==> src/rtl/if_stage_pc_unit.sv <==
// Fetch-stage front end: program counter, next-PC select, misalignment trap and the
// IF/ID pipeline register that feeds decode.
module if_stage_pc_unit #(
    parameter logic [31:0] RESET_PC    = 32'h0000_0000,
    parameter int unsigned PC_STEP     = 4,
    parameter int unsigned FLUSH_CNT_W = 16
) (
    input  logic                   clk,
    input  logic                   reset,
    input  logic [1:0]             pc_sel,
    input  logic [31:0]            branch_target,
    input  logic [31:0]            jalr_target,
    input  logic [31:0]            jal_target,
    input  logic                   flush_if_id,
    input  logic                   stall,
    input  logic [31:0]            imem_instr,
    output logic [31:0]            pc,
    output logic [31:0]            if_id_pc,
    output logic [31:0]            if_id_instr,
    output logic                   if_id_valid,
    output logic                   misalign_trap,
    output logic [FLUSH_CNT_W-1:0] flush_count
);

    typedef enum logic [1:0] {StBoot, StRun, StTrap} state_e;

    state_e                 state_q, state_d;
    logic [31:0]            pc_q, pc_d;
    logic [31:0]            if_id_pc_q, if_id_pc_d;
    logic [31:0]            if_id_instr_q, if_id_instr_d;
    logic                   if_id_valid_q, if_id_valid_d;
    logic                   trap_q, trap_d;
    logic [FLUSH_CNT_W-1:0] cnt_q, cnt_d;

    logic [31:0] target;
    logic        redirect;
    logic        misalign;

    always_comb begin
        target = pc_q + 32'(PC_STEP);
        unique case (pc_sel)
            2'b00:   target = branch_target;
            2'b01:   target = {jalr_target[31:1], 1'b0};
            2'b10:   target = jal_target;
            default: target = pc_q + 32'(PC_STEP);
        endcase
    end

    assign redirect = (pc_sel != 2'b11);
    // Bit 0 of a JALR target is already cleared, so only bit 1 can be misaligned.
    assign misalign = redirect && target[1];

    always_ff @(posedge clk) begin
        if (!reset) begin
            state_q       <= StBoot;
            pc_q          <= RESET_PC;
            if_id_pc_q    <= '0;
            if_id_instr_q <= '0;
            if_id_valid_q <= 1'b0;
            trap_q        <= 1'b0;
            cnt_q         <= '0;
        end else begin
            state_q       <= state_d;
            pc_q          <= pc_d;
            if_id_pc_q    <= if_id_pc_d;
            if_id_instr_q <= if_id_instr_d;
            if_id_valid_q <= if_id_valid_d;
            trap_q        <= trap_d;
            cnt_q         <= cnt_d;
        end
    end

    always_comb begin
        state_d = state_q;
        unique case (state_q)
            StBoot:  state_d = StRun;
            StRun:   state_d = misalign ? StTrap : StRun;
            StTrap:  state_d = StTrap;
            default: state_d = StBoot;
        endcase
    end

    always_comb begin
        pc_d          = pc_q;
        if_id_pc_d    = if_id_pc_q;
        if_id_instr_d = if_id_instr_q;
        if_id_valid_d = if_id_valid_q;
        trap_d        = trap_q;
        cnt_d         = cnt_q;
        unique case (state_q)
            StRun: begin
                // A redirect beats stall; a misaligned one freezes pc and traps.
                if (redirect) begin
                    if (misalign) begin
                        trap_d = 1'b1;
                    end else begin
                        pc_d = target;
                    end
                end else if (!stall) begin
                    pc_d = target;
                end

                if (flush_if_id) begin
                    if_id_pc_d    = '0;
                    if_id_instr_d = '0;
                    if_id_valid_d = 1'b0;
                end else if (!stall) begin
                    if_id_pc_d    = pc_q;
                    if_id_instr_d = imem_instr;
                    if_id_valid_d = 1'b1;
                end

                if (flush_if_id && (cnt_q != '1)) begin
                    cnt_d = cnt_q + FLUSH_CNT_W'(1);
                end
            end
            StTrap: begin
                if_id_pc_d    = '0;
                if_id_instr_d = '0;
                if_id_valid_d = 1'b0;
            end
            default: ;
        endcase
    end

    assign pc            = pc_q;
    assign if_id_pc      = if_id_pc_q;
    assign if_id_instr   = if_id_instr_q;
    assign if_id_valid   = if_id_valid_q;
    assign misalign_trap = trap_q;
    assign flush_count   = cnt_q;

endmodule

==> config.mk <==
export PLATFORM = sky130hd
export DESIGN_NAME = if_stage_pc_unit
export DESIGN_NICKNAME = d
export VERILOG_FILES = /design/src/rtl/if_stage_pc_unit.sv
export SDC_FILE = /design/constraint.sdc
export NUM_CORES = 1
export LEC_CHECK = 0
export ABC_AREA = 0
export BUFFER_PORTS_ARGS = -buffer_cell sky130_fd_sc_hd__buf_2
export CORE_AREA = 2 2 128 118
export CTS_BUF_LIST = sky130_fd_sc_hd__clkbuf_16
export DETAILED_ROUTE_END_ITERATION = 6
export DIE_AREA = 0 0 130 120
export PLACE_DENSITY = 0.7
export SYNTH_ARGS = -nofsm -noshare
export SYNTH_HDL_FRONTEND = slang
export SYNTH_SLANG_ARGS = --single-unit
export TNS_END_PERCENT = 30
==> constraint.sdc <==
create_clock -name clk -period 2.3 [get_ports clk]
set_input_delay 0.115 -clock clk [delete_from_list [all_inputs] [get_ports clk]]
set_output_delay 0.115 -clock clk [all_outputs]
set_load 0.1 [all_outputs]
==> metrics.md <==
| Metric | Value |
|---|---|
| CTS Buf Count | 17 |
| Setup_tns | 0 ps |
| Reg2reg end | pc[28] |
| Worst hold endpoint | if_id_instr[21] |
| Critical path's largest stage delay | 540 ps |
| Final Max Tran Viols | 0 |
| Number of flops mapped to enable cells by yosys | 0 |
| Reg area | 2350 sq um |
| Slowest cell on crit path | nor3_2 |
| DRC | 0 |
| Wire per inst | 16.5 um |
| Mapped Cells | 661 |
| Share of synthesized registers carrying an async set or reset | 0 |
| Number of synthesized register bits | 116 |
| Root buffer selected by CTS | clkbuf_16 |
| Setup slack, reg-to-reg | 250 ps |
| Power, Total | 6030 uW |
| Final WL | 18800 um |
| Reg-to-reg startpoint | pc[2] |
| GRT overflow | 0 |
| Final #Nets | 1065 |
| Via-per-instance ratio | 5.30 |
| Standard-cell rows | 42 |
| First-pass GRT wire length | 29400 um |
| Post_cts resized | 0 |
| TritonRoute pass-1 iters | 7 |
| Share of layout cells above drive strength 1 | 0.362 |
| Min-Delay Path Class | primary input to register |
| Final RePlAce weighted congestion | 0.831 |
| Sequential-to-total area share from yosys stat | 0.404 |
| Yosys Warn Count | 0 |
| Setup slack at placement | 263 ps |
| H-tree lvl count | 4 |
| Placed Cells | 1078 |
| Clock slew at reported path FFs | 50 ps |
| Worst EP required | 2620 ps |
| Post-Syn Area | 5740 sq um |
| Port Buffers | 246 |
| Syn_area_per_cell | 8.69 sq um |
| Finish-stage setup viols | 0 |
| Core ar. | 14300 sq um |
| Max Clk Rate | 488 MHz |
| Routed metal-1 wire length | 8560 um |
| Status | finished, final reports clean |
| Vias in the first global route | 5615 |
| Largest net degree at the start of global routing | 46 |
| Initial antenna violation count | 2 |
| Worst path depth | 6 |
| Min cycle time layout | 2050 ps |
| Static Leak | 0.00352 uW |
| Crit-path cells | ha_1 -> nand3_1 -> nor3_2 -> and3_1 -> a31oi_1 -> o31ai_1 |
| Final hold slack | 17.5 ps |
| Area grow syn2layout | 41.5% |
| Die footprint | 15600 sq um |
| Worst Slack Setup Final | 251 ps |
| Antenna Violating Nets Remaining | 0 |
| Worst-case reg-to-reg path depth | 6 |
| Top routing layer in use | met5 |
| CTS Buffer Depth | 2 |
| RSZ-0062 raised after global routing | no |
| Metal2 WL | 8510 um |
| Fillers | 1364 |
| Buf/Inv on CP | 0 |
| Worst Tran Pin Value | 634 ps |
| Hpwl dp | 12900 um |
| CP Max Fanout | 8 |
| Worst Hold Depth | 3 |
| Final hold vios | 0 |
| Dominant synthesized flop cell | dfxtp_1 |
| Yosys cell types | 59 |
| Final Cycle Share | 0.891 |
| Delay-heaviest family, CP | simple AND/OR/NAND/NOR gates |
| TritonCTS clock tree | built |
| CP Capture Type | register |
| CTS sink count | 116 |
| Crit Path Class | register to register |
| Die Ht | 120 um |
| CP arrival | 2370 ps |
| Multi-input gate area | 3180 sq um |
| Worst skew pair latency | 410 ps |
| CP Launch Type | register |
| Power Density | 741 nW/um^2 |
| Post-Layout Cell Count | 1139 |
| Buffer count from post-CTS setup fixing | 0 |
| 1st-iter DRT viols | 331 |
| Initial core utilization | 0.400 |
| DR vias | 6039 |
| DIE WIDTH | 130 um |
| Peak VDD IR | 0.000491 V |
| WL met3 | 1410 um |
| GR Util All Layers | 0.241 |
| Post-Route Skew | 8.83 ps |
| Maxcap violations | 0 |
| Syn Nets | 797 |
| Top Ports | 248 |
| Worst slew margin | 0.578 |
| Min-delay src | imem_instr[21] |
==> what timing repair did <==
item,CTS,global route
hold buffers,30,0
setup endpoints to repair,0,0
endpoints found under the hold margin,30,0
==> metal layers <==
metal / vias to the layer above / global-route usage
li1: 2969 / -
met1: 2803 / 0.324
met2: 240 / 0.368
met3: 23 / 0.0753
met4: 4 / 0.0793
met5: - / 0
==> sequential cells by signal, summed over array words and instances (netlist names) <==
register       count
flush_count       16
state_q            2
pc                32
misalign_trap      1
if_id_valid        1
if_id_pc          32
if_id_instr       32
==> worst max path at each step <==
stage,startpoint,to
2_1_floorplan,pc[14],pc[26]
3_3_place_gp,pc_sel[0],pc[27]
3_5_place_dp,pc_sel[0],pc[27]
4_1_cts,pc[2],pc[28]
5_1_grt,pc[2],pc[30]
6_report,pc[2],pc[28]
==> cells in the mapped netlist, types with 2 or more instances <==
| master | instances | share of area |
|---|---|---|
| and4_1 | 4 | 0.0061 |
| nand3_1 | 13 | 0.011 |
| nand4_1 | 9 | 0.0098 |
| buf_2 | 12 | 0.010 |
| a32o_1 | 2 | 0.0035 |
| nand2_1 | 51 | 0.033 |
| a41oi_1 | 5 | 0.0076 |
| buf_1 | 3 | 0.0020 |
| a22oi_1 | 63 | 0.082 |
| o21a_1 | 4 | 0.0052 |
| mux2i_1 | 23 | 0.040 |
| o21ai_1 | 17 | 0.015 |
| and2_1 | 6 | 0.0065 |
| inv_1 | 13 | 0.0085 |
| nor2_1 | 75 | 0.049 |
| and3_1 | 7 | 0.0076 |
| o2bb2ai_1 | 4 | 0.0061 |
| buf_4 | 2 | 0.0026 |
| nand3b_1 | 2 | 0.0026 |
| o41ai_1 | 2 | 0.0031 |
| nor3_2 | 2 | 0.0035 |
| o211ai_1 | 8 | 0.010 |
| o22ai_1 | 6 | 0.0065 |
| nand4b_1 | 2 | 0.0031 |
| o31a_1 | 5 | 0.0076 |
| a21boi_1 | 6 | 0.0078 |
| ha_1 | 2 | 0.0044 |
| a21oi_1 | 24 | 0.021 |
| nor4_1 | 3 | 0.0033 |
| nor3b_1 | 2 | 0.0026 |
| or3_1 | 9 | 0.0098 |
| o21ai_0 | 17 | 0.015 |
| o221a_1 | 3 | 0.0059 |
| clkbuf_1 | 33 | 0.022 |
| a31oi_1 | 14 | 0.015 |
| nor4_4 | 2 | 0.0074 |
| nor2b_1 | 36 | 0.039 |
| dfxtp_1 | 116 | 0.40 |
| o221ai_1 | 2 | 0.0031 |
| xnor2_1 | 14 | 0.021 |
| mux4_2 | 8 | 0.031 |
| nor3_1 | 13 | 0.011 |
==> area by class of cell <==
| class | instances | share of cell area |
|---|---|---|
| diodes | 1 | 0.000308 |
| clock buffers | 17 | 0.0523 |
| clock inverters | 13 | 0.0208 |
| inverters | 13 | 0.00600 |
| multi-input cells | 482 | 0.391 |
| flip-flops and latches | 116 | 0.289 |
| well taps | 198 | 0.0305 |
| repair buffers | 299 | 0.210 |
==> worst min-delay path: cells and delay by family <==
family | cells | cell delay (ps)
AND/OR/NAND/NOR | 1 | 120
buffers and inverters | 1 | 80
AO/OA/AOI/OAI | 1 | 70
==> through the flow <==
| step | util | area [sq um] |
|---|---|---|
| after detailed placement | 0.504 | 7230 |
| after CTS | 0.566 | 8120 |
| after global placement | 0.504 | 7230 |
| after floorplan | - | 5770 |
| after global routing | 0.566 | 8120 |
| final | 0.566 | 8130 |
==> cells in the final DEF, fill, tap and decap left out, types with 14 or more instances in the layout <==
cell	count
a21oi_1	23
a22oi_1	63
a31oi_1	14
buf_2	246
buf_4	23
clkbuf_16	17
dfxtp_1	94
dfxtp_2	22
dlygate4sd3_1	30
inv_1	14
mux2i_1	23
nand2_1	51
nor2_1	75
nor2b_1	36
o21ai_0	17
o21ai_1	17
xnor2_1	14
==> kinds of logic after synthesis <==
logic type,Yosys count,share of synthesized area
and+or+nand+nor,242,0.219
AOI/OAI and AO/OA,190,0.229
DFF,116,0.404
buffers and inverters,63,0.0451
muxes,33,0.0754
xor gates and xnor gates,15,0.0229
adders and majority gates,2,0.00436
==> report_power, final <==
part,internal [uW],total [uW],switching [uW]
clock,1780,2690,912
combinational,342,1170,825
sequential,2080,2170,87.9
Power figures use the tool's default switching activity.
